## config.mk

```make
export PLATFORM = sky130hd
export DESIGN_NAME = div_hilo_ctrl_flat
export DESIGN_NICKNAME = d
export VERILOG_FILES = /design/src/rtl/div_hilo_ctrl_if.sv /design/src/rtl/div_hilo_ctrl.sv /design/src/flat_wrapper.sv
export SDC_FILE = /design/constraint.sdc
export NUM_CORES = 1
export LEC_CHECK = 0
export ABC_AREA = 1
export BUFFER_PORTS_ARGS = -buffer_cell sky130_fd_sc_hd__buf_2
export CAP_MARGIN = 0
export CORE_MARGIN = 2
export CORE_UTILIZATION = 40
export CTS_CLUSTER_DIAMETER = 40
export DETAILED_ROUTE_END_ITERATION = 10
export PLACE_DENSITY = 0.7
export SKIP_CTS_REPAIR_TIMING = 1
export SLEW_MARGIN = 15
export SYNTH_ARGS = -nofsm -noshare
export SYNTH_HDL_FRONTEND = slang
export SYNTH_SLANG_ARGS = --single-unit
```

## constraint.sdc

```tcl
create_clock -name clock -period 8.5 [get_ports clock]
set_input_delay 1.7 -clock clock [delete_from_list [all_inputs] [get_ports clock]]
set_output_delay 1.7 -clock clock [all_outputs]
set_load 0.02 [all_outputs]
```

## src/rtl/div_hilo_ctrl_if.sv

```systemverilog
`default_nettype none
// ============================================================================
//  Module      : div_hilo_ctrl_if
//  Description : Connection between the HI/LO divide controller and the
//                unsigned 32-cycle divider core.
//                master : controller side (drives start and operands)
//                slave  : core side (drives busy, done and results)
//  Signals     : core_start     1-cycle launch pulse
//                core_dividend  unsigned dividend
//                core_divisor   unsigned divisor
//                core_busy      core is iterating
//                core_over      1-cycle done pulse
//                core_q/core_r  quotient/remainder, valid with core_over
//  Revision    : 1.0  initial release
// ============================================================================
interface div_hilo_ctrl_if #(
    parameter int WIDTH = 32
);
    logic             core_start;
    logic [WIDTH-1:0] core_dividend;
    logic [WIDTH-1:0] core_divisor;
    logic             core_busy;
    logic             core_over;
    logic [WIDTH-1:0] core_q;
    logic [WIDTH-1:0] core_r;

    modport master (
        output core_start,
        output core_dividend,
        output core_divisor,
        input  core_busy,
        input  core_over,
        input  core_q,
        input  core_r
    );

    modport slave (
        input  core_start,
        input  core_dividend,
        input  core_divisor,
        output core_busy,
        output core_over,
        output core_q,
        output core_r
    );
endinterface
`default_nettype wire

```

## src/rtl/div_hilo_ctrl.sv

```systemverilog
`default_nettype none
// ============================================================================
//  Module      : div_hilo_ctrl
//  Description : Issue/writeback stage around the unsigned 32-cycle divider
//                core. Decodes DIV/DIVU, converts signed operands to
//                magnitudes, launches the core, stalls the pipeline while it
//                runs, sign-corrects quotient/remainder and writes LO/HI.
//                Also owns HI/LO for MTHI/MTLO.
//  Ports       : clock, reset        rising-edge clock, async active-high reset
//                op_div, op_divu     divide ops in execute (held while stall)
//                rs_data, rt_data    dividend / divisor
//                mthi, mtlo, wdata   direct HI/LO writes
//                stall               pipeline freeze (combinational)
//                hi, lo              HI/LO registers
//                timeout_err         sticky watchdog flag
//                core                divider core connection (master modport)
//                div_zero_exc        1-cycle divide-by-zero trap pulse
//                                    (only when DIV_ZERO_TRAP_EN is defined)
//  Config      : DIV_ZERO_TRAP_EN  undefined: x/0 bypasses the core and
//                                  writes LO=all ones, HI=rs_data.
//                                  defined: x/0 raises div_zero_exc instead.
//  Revision    : 1.0  initial release
// ============================================================================
module div_hilo_ctrl #(
    parameter int WIDTH    = 32,
    parameter int WAIT_MAX = 40
) (
    input  wire logic             clock,
    input  wire logic             reset,
    input  wire logic             op_div,
    input  wire logic             op_divu,
    input  wire logic [WIDTH-1:0] rs_data,
    input  wire logic [WIDTH-1:0] rt_data,
    input  wire logic             mthi,
    input  wire logic             mtlo,
    input  wire logic [WIDTH-1:0] wdata,
    output logic                  stall,
    output logic      [WIDTH-1:0] hi,
    output logic      [WIDTH-1:0] lo,
    output logic                  timeout_err,
`ifdef DIV_ZERO_TRAP_EN
    output logic                  div_zero_exc,
`endif
    div_hilo_ctrl_if.master       core
);

    localparam int CNT_W = $clog2(WAIT_MAX + 1);
    localparam logic [CNT_W-1:0] c_cnt_last = CNT_W'(WAIT_MAX - 1);

    typedef enum logic [1:0] {
        S_IDLE   = 2'd0,
        S_LAUNCH = 2'd1,
        S_WAIT   = 2'd2,
        S_FIX    = 2'd3
    } state_t;

    state_t           r_state;
    state_t           w_next;

    logic             r_sign_q;
    logic             r_sign_r;
    logic [WIDTH-1:0] r_q;
    logic [WIDTH-1:0] r_r;
    logic [WIDTH-1:0] r_dividend;
    logic [WIDTH-1:0] r_divisor;
    logic [CNT_W-1:0] r_wait_cnt;

    logic             w_issue;
    logic             w_div_zero;
    logic             w_neg_a;
    logic             w_neg_b;
    logic             w_abort;
    logic             w_stall;
    logic             w_start;

    // DIV wins when both op strobes are raised together.
    assign w_issue    = (r_state == S_IDLE) && (op_div || op_divu);
    assign w_div_zero = (rt_data == '0);
    assign w_neg_a    = op_div && rs_data[WIDTH-1];
    assign w_neg_b    = op_div && rt_data[WIDTH-1];

    // Watchdog expires on the WAIT_MAX-th WAIT cycle without a done pulse.
    assign w_abort    = (r_state == S_WAIT) && !core.core_over &&
                        (r_wait_cnt == c_cnt_last);

    assign stall              = w_stall;
    assign core.core_start    = w_start;
    assign core.core_dividend = r_dividend;
    assign core.core_divisor  = r_divisor;

    // ------------------------------------------------------------------
    // State register
    // ------------------------------------------------------------------
    always_ff @(posedge clock or posedge reset) begin
        if (reset) begin
            r_state <= S_IDLE;
        end else begin
            r_state <= w_next;
        end
    end

    // ------------------------------------------------------------------
    // Next state, stall and core start
    // ------------------------------------------------------------------
    always_comb begin
        w_next  = r_state;
        w_stall = 1'b0;
        w_start = 1'b0;
        case (r_state)
            S_IDLE: begin
                if (w_issue) begin
`ifdef DIV_ZERO_TRAP_EN
                    // A trapping divide retires immediately without a stall.
                    if (!w_div_zero) begin
                        w_stall = 1'b1;
                        w_next  = S_LAUNCH;
                    end
`else
                    // A zero divisor skips the core and goes straight to
                    // writeback with the fixed result already latched.
                    w_stall = 1'b1;
                    w_next  = w_div_zero ? S_FIX : S_LAUNCH;
`endif
                end
            end
            S_LAUNCH: begin
                w_stall = 1'b1;
                // The core's done flag has always cleared by now; the gate
                // just makes start/over overlap structurally impossible.
                w_start = !core.core_over;
                w_next  = S_WAIT;
            end
            S_WAIT: begin
                if (core.core_over) begin
                    w_stall = 1'b1;
                    w_next  = S_FIX;
                end else if (w_abort) begin
                    // Release the pipeline in the abort cycle so the CPU
                    // retires the divide instead of re-issuing it.
                    w_next  = S_IDLE;
                end else begin
                    w_stall = 1'b1;
                end
            end
            S_FIX: begin
                // Stall is low here: the CPU advances on the same edge that
                // writes HI/LO, so the next IDLE cycle sees a new instruction.
                w_next = S_IDLE;
            end
            default: begin
                w_next = S_IDLE;
            end
        endcase
    end

    // ------------------------------------------------------------------
    // Datapath: operands, captured result, watchdog and HI/LO
    // ------------------------------------------------------------------
    always_ff @(posedge clock or posedge reset) begin
        if (reset) begin
            r_sign_q     <= 1'b0;
            r_sign_r     <= 1'b0;
            r_q          <= '0;
            r_r          <= '0;
            r_dividend   <= '0;
            r_divisor    <= '0;
            r_wait_cnt   <= '0;
            hi           <= '0;
            lo           <= '0;
            timeout_err  <= 1'b0;
`ifdef DIV_ZERO_TRAP_EN
            div_zero_exc <= 1'b0;
`endif
        end else begin
`ifdef DIV_ZERO_TRAP_EN
            div_zero_exc <= 1'b0;
`endif
            case (r_state)
                S_IDLE: begin
                    if (w_issue) begin
                        if (w_div_zero) begin
`ifdef DIV_ZERO_TRAP_EN
                            div_zero_exc <= 1'b1;
`else
                            // Raw result, no sign correction applied.
                            r_sign_q <= 1'b0;
                            r_sign_r <= 1'b0;
                            r_q      <= '1;
                            r_r      <= rs_data;
`endif
                        end else begin
                            r_sign_q   <= w_neg_a ^ w_neg_b;
                            r_sign_r   <= w_neg_a;
                            // Negating the most negative value yields itself,
                            // which is the correct magnitude read unsigned.
                            r_dividend <= w_neg_a ? (~rs_data + 1'b1) : rs_data;
                            r_divisor  <= w_neg_b ? (~rt_data + 1'b1) : rt_data;
                        end
                    end else begin
                        if (mthi) begin
                            hi <= wdata;
                        end
                        if (mtlo) begin
                            lo <= wdata;
                        end
                    end
                end
                S_LAUNCH: begin
                    r_wait_cnt <= '0;
                end
                S_WAIT: begin
                    if (core.core_over) begin
                        r_q <= core.core_q;
                        r_r <= core.core_r;
                    end else if (w_abort) begin
                        timeout_err <= 1'b1;
                    end else begin
                        r_wait_cnt <= r_wait_cnt + 1'b1;
                    end
                end
                S_FIX: begin
                    lo <= r_sign_q ? (~r_q + 1'b1) : r_q;
                    hi <= r_sign_r ? (~r_r + 1'b1) : r_r;
                end
                default: begin
                end
            endcase
        end
    end

endmodule
`default_nettype wire

```

## src/flat_wrapper.sv

```systemverilog
// flat-port wrapper written by rule: the top's interface ports become plain ports
module div_hilo_ctrl_flat 
#(
    parameter int WIDTH    = 32,
    parameter int WAIT_MAX = 40
)
  (clock, reset, op_div, op_divu, rs_data, rt_data, mthi, mtlo, wdata, stall, hi, lo, timeout_err, core_core_start, core_core_dividend, core_core_divisor, core_core_busy, core_core_over, core_core_q, core_core_r);
  div_hilo_ctrl_if #(.WIDTH(WIDTH)) core_i ();
  input  wire logic clock;
  input  wire logic reset;
  input  wire logic op_div;
  input  wire logic op_divu;
  input  wire logic [WIDTH-1:0] rs_data;
  input  wire logic [WIDTH-1:0] rt_data;
  input  wire logic mthi;
  input  wire logic mtlo;
  input  wire logic [WIDTH-1:0] wdata;
  output logic stall;
  output logic      [WIDTH-1:0] hi;
  output logic      [WIDTH-1:0] lo;
  output logic timeout_err;
  output wire logic [$bits(core_i.core_start)-1:0] core_core_start;
  output wire logic [$bits(core_i.core_dividend)-1:0] core_core_dividend;
  output wire logic [$bits(core_i.core_divisor)-1:0] core_core_divisor;
  input wire logic [$bits(core_i.core_busy)-1:0] core_core_busy;
  input wire logic [$bits(core_i.core_over)-1:0] core_core_over;
  input wire logic [$bits(core_i.core_q)-1:0] core_core_q;
  input wire logic [$bits(core_i.core_r)-1:0] core_core_r;
  assign core_core_start = core_i.core_start;
  assign core_core_dividend = core_i.core_dividend;
  assign core_core_divisor = core_i.core_divisor;
  assign core_i.core_busy = core_core_busy;
  assign core_i.core_over = core_core_over;
  assign core_i.core_q = core_core_q;
  assign core_i.core_r = core_core_r;
  div_hilo_ctrl #(.WIDTH(WIDTH), .WAIT_MAX(WAIT_MAX)) u_core (.clock(clock), .reset(reset), .op_div(op_div), .op_divu(op_divu), .rs_data(rs_data), .rt_data(rt_data), .mthi(mthi), .mtlo(mtlo), .wdata(wdata), .stall(stall), .hi(hi), .lo(lo), .timeout_err(timeout_err), .core(core_i));
endmodule
```

# Word-level counts from Yosys, hierarchy flattened
# Index checks and enable logic that the tools add are counted.
dict set report op_classes {
  addsub 5
  n_eq_ne 13
  n_mux 33
  bitwise 7
  n_reduce_logical 20
}
# cell count
set op_table {}
lappend op_table {{32-bit two-way mux} 14}
lappend op_table {{32-bit one-hot mux with 2 select lines} 4}
lappend op_table {{32-bit by 1-bit adder with 32-bit output, second input constant} 4}
lappend op_table {{32-bit NOT} 4}
lappend op_table {{32-bit zero test} 1}
lappend op_table {{3-bit AND reduction} 5}
lappend op_table {{6-bit two-way mux} 2}
lappend op_table {{2-bit != test, second input constant} 6}
lappend op_table {{6-bit one-hot mux with 2 select lines} 1}
lappend op_table {{2-bit two-way mux} 4}
lappend op_table {{2-bit one-hot mux with 4 select lines} 1}
lappend op_table {{6-bit by 1-bit adder with 6-bit output, second input constant} 1}
lappend op_table {{6-bit == test, second input constant} 1}
lappend op_table {{1-bit two-way mux} 6}
lappend op_table {{2-bit nonzero test} 3}
lappend op_table {{1-bit logical AND} 5}
lappend op_table {{2-bit == test, second input constant} 2}
lappend op_table {{2-bit by 1-bit != test with 1-bit output, second input constant} 2}
lappend op_table {{2-bit AND reduction} 2}
lappend op_table {{4-bit AND reduction} 1}
lappend op_table {{3-bit by 2-bit != test with 1-bit output, second input constant} 1}
lappend op_table {{1-bit one-hot mux with 3 select lines} 1}
lappend op_table {{2-bit by 1-bit == test with 1-bit output, second input constant} 1}
lappend op_table {{2-bit zero test} 1}
lappend op_table {{4 further kinds} 5}
dict set report totals {
  reg_bits 203
  input_bits 168
  out_inout_bits 131
  word_cells 89
}

# Depth between registers and ports, before layout
dict set report depth {
  word_depth 6
  mapped_depth 12
  mapped_depth_nobuf 11
}

# Worst setup path after synthesis
# Ideal clock, no wire load.
dict set report synth_timing {
  kind {input to output}
  startpoint {input port op_div}
  endpoint {output port stall}
  t_arrival_ns 2.500
  path_slack_ns 4.300
  path_stages 4
  path_cell_list {inv_1 -> a21oi_2 -> inv_1 -> a21oi_1}
}
dict set report synth_between {
  elab_chain_cells 4
}
# item line
set synth_rtl {}
lappend synth_rtl {{start, declared} flat_wrapper.sv:11} ;# input wire logic op_div;
lappend synth_rtl {{1-bit logical OR} div_hilo_ctrl.sv:77} ;# assign w_issue = (r_state == S_IDLE) && (op_div || op_divu);
lappend synth_rtl {{1-bit logical AND} div_hilo_ctrl.sv:77}
lappend synth_rtl {{1-bit two-way mux} div_hilo_ctrl.sv:111} ;# if (w_issue) begin
lappend synth_rtl {{1-bit one-hot mux with 3 select lines} div_hilo_ctrl.sv:109} ;# case (r_state)
lappend synth_rtl {{end, declared} flat_wrapper.sv:18} ;# output logic stall;
# No other way between the ends.

# Worst setup path in the final report
# Ends and elaborated chain as after synthesis.

==> flow_metrics.tcl <==
set metrics [dict create \
    cts_tree "done" \
    yosysWarnings 0 \
    num_vias 13300 \
    syn_inst 1856 \
    clock_sinks 203 \
    worstPathMaxFanout 6 \
    arrival_ns 2.84 \
    rsz0062_at_grt "false" \
    track_usage 0.2490 \
    die_h_um 184.4 \
    yosys.area_share.simple 0.3554 \
    grt_pass1_vias 12630 \
    regArea_um2 5080 \
    fp-row-count 66 \
    min_period_ns 4.539 \
    nets 2304 \
    p_leak_nw 7.872 \
    hold_path.class "flip-flop to flip-flop" \
    stdcell_count 2598 \
    crit_slowest_cell "a21oi_2" \
    synthToLayoutAreaGrowth_pct 22.07 \
    status "finished clean" \
    crit_chain "buf_2 > inv_1 > a21oi_2 > inv_1 > a21oi_1 > buf_2" \
    setup_violations 0 \
    drv_cap 0 \
    syn_area_per_cell_um2 7.017 \
    dieArea_um2 34020 \
    core-area_um2 32290 \
    synth.yosys.seq_area_share 0.3900 \
    cts.reportedPaths.clkPinSlew_ns 0.05 \
    slew_violations 0 \
    syn-num-nets 2034 \
    synth_top_area_cell "dfrtp_1" \
    die-width_um 184.4 \
    grt_start_max_net_pins 129 \
    synthMuxAreaShare 0.003074 \
    layout_setup_ws_ns 3.961 \
    cp-end-kind "output port" \
    fmax_mhz 220.3 \
    overflow 0 \
    power_density_nw_per_um2 413.7 \
    synth_cell_type_count 45 \
    skew_ns 0.01855 \
    dp_hpwl_mm 32.11 \
    ios 299 \
    antenna_left 0 \
    ir_worst_vdd_mv 0.3301 \
    gp_congestion 0.9127 \
    fin_tns_setup_ns 0 \
    synth_compound_area_frac 0.1327 \
    grt_first_pass_wirelength_mm 66.56 \
    synth_top_family_by_area "simple AND/OR/NAND/NOR gates" \
    drc 0 \
    period_share 0.5340 \
    initial_core_util 0.4034 \
    required_ns 6.80 \
    synth_xor_area_frac 0.02085 \
    slew-limit-headroom 0.2204 \
    multiInputGateArea_um2 6818 \
    worst_pin_slew_ns 1.169 \
    critPathTopFamily "compound AO/OA/AOI/OAI gates" \
    cts-buffers-inserted 36 \
    cp_num_buf_inv 4 \
    synth_top_area_share 0.3900 \
    setup.worst_path.start_class "input port" \
    wirelength_mm 42.39 \
    portBuffers 297 \
    cts-htree-levels 2 \
    synth-seq-cells 203 \
    routed_via_density 5.119 \
    crit_type "input port to output port" \
    drt_pass1_iterations 5 \
    drive_above_1_share 0.2394 \
    synth_fa_ha_area_frac 0.009607 \
    root_buffer "clkbuf_16" \
    ys_top_cells_by_area "dfrtp_1, nand2_1, nor2_1" \
    slowest_delay_ns 0.40 \
    cts.path.max_buffers 3 \
    dpl.cell_count 2530 \
    dr.first_iter.drc_count 957 \
    place_ws_ns 3.929 \
    fillers 3258 \
    hold_ws_ns 0.4592 \
    antenna_found_initial 7 \
    syn_area_um2 13020 \
    routedWlPerCell_um 16.32 \
    clk_latency_ns 0.52 \
    finalHoldViolCount 0 \
]
-- cells in the mapped netlist, drive strengths merged --
library cell  number
nand3            177
nand4             12
inv              167
nor2             337
a21oi             63
o31ai              1
clkinv             2
buf               40
and2               2
nor3               9
nand2            535
o211ai             5
o21bai             2
or2                1
dfrtp            203
nand3b            15
xor2              22
a211oi             2
xnor2              9
a31oi             22
o21ai            180
ha                10
mux2i              4
o22ai              2
clkbuf            34
-- per-stage QoR --
| stage | util | power, mW | instance area (um2) |
|---|---|---|---|
| finish | 0.4924 | 6.576 | 15900 |
| global route | 0.4921 | 7.098 | 15890 |
| CTS | 0.4920 | 6.608 | 15890 |
| detailed placement | 0.4536 | 5.088 | 14650 |
| global placement | 0.4536 | 5.007 | 14650 |
| floorplan | - | 4.298 | 13020 |
-- per-layer routing --
| layer | global-route usage | share of wire | vias up | wire length (um) |
|---|---|---|---|---|
| met1 | 0.3251 | 0.42 | 6181 | 17990 |
| met5 | 0 | 0.00017 | - | 7 |
| met4 | 0.08768 | 0.032 | 2 | 1377 |
| li1 | - | - | 6493 | - |
| met3 | 0.05809 | 0.090 | 88 | 3813 |
| met2 | 0.4039 | 0.45 | 534 | 19210 |
-- placed cells by master, fill, tap and decap left out, drive strengths merged, types with 2 or more instances in the layout --
master / netlist / final
mux2i: 4 / 4
nand3: 177 / 177
xnor2: 9 / 9
o22ai: 2 / 2
buf: 40 / 306
diode: 0 / 5
inv: 167 / 173
nand4: 12 / 12
a21oi: 63 / 63
dfrtp: 203 / 203
o21bai: 2 / 2
nand2: 535 / 535
clkbuf: 34 / 46
a31oi: 22 / 22
nand3b: 15 / 15
o21ai: 180 / 180
nor2: 337 / 337
and2: 2 / 2
clkinv: 2 / 6
bufinv: 0 / 5
clkinvlp: 0 / 2
ha: 10 / 10
a211oi: 2 / 2
nor3: 9 / 9
xor2: 22 / 22
o211ai: 5 / 5
-- kinds of logic after synthesis --
logic type,count (synthesis)
xor+xnor,31
buf+inv,243
fa+ha+maj,10
flops,203
compound gates,277
mux,4
simple gates,1088
-- where the power goes --
part / internal [mW] / leakage, nW / switching, mW
clock: 0.974 / 0.602 / 0.517
combinational: 1.04 / 4.88 / 2.15
sequential: 1.46 / 2.39 / 0.430
-- worst min-delay path: cells and delay by family, from the launching register on --
family / cells / cell delay (ns)
simple gates: 1 / 0.05
buf+inv: 1 / 0.04
flops: 1 / 0.33
-- area by class of cell --
type                    instances  area share
repair buffers                306     0.09775
inverters                     169     0.04037
clock inverters                17     0.01637
flip-flops and latches        203      0.3195
well taps                     442     0.03479
clock buffers                  46     0.06155
multi-input cells            1410      0.4289
diodes                          5   0.0007870
-- registers in the layout, indices dropped and copies added, names as in the netlist --
name and count:
u_core.r_r 32, u_core.core.core_divisor 32, u_core.core.core_dividend 32, u_core.r_wait_cnt 6
u_core.r_sign_r 1, u_core.r_q 32, u_core.lo 32, u_core.hi 32
u_core.timeout_err 1, u_core.r_state 2, u_core.r_sign_q 1
-- final timing paths --
check | start | end | slack [ns] | cells after the start
setup / recovery | op_div | stall | 3.96 | 6
hold reg to reg | u_core.timeout_err | u_core.timeout_err | 0.46 | 2
max in group asynchronous | reset | u_core.lo[13] | 5.95 | 3
setup reg to reg | u_core.r_state[0] | u_core.lo[25] | 5.10 | 8
hold / removal | u_core.timeout_err | u_core.timeout_err | 0.46 | 2
min in group asynchronous | reset | u_core.core.core_divisor[18] | 1.20 | 2
(Power assumes the default switching activity.)
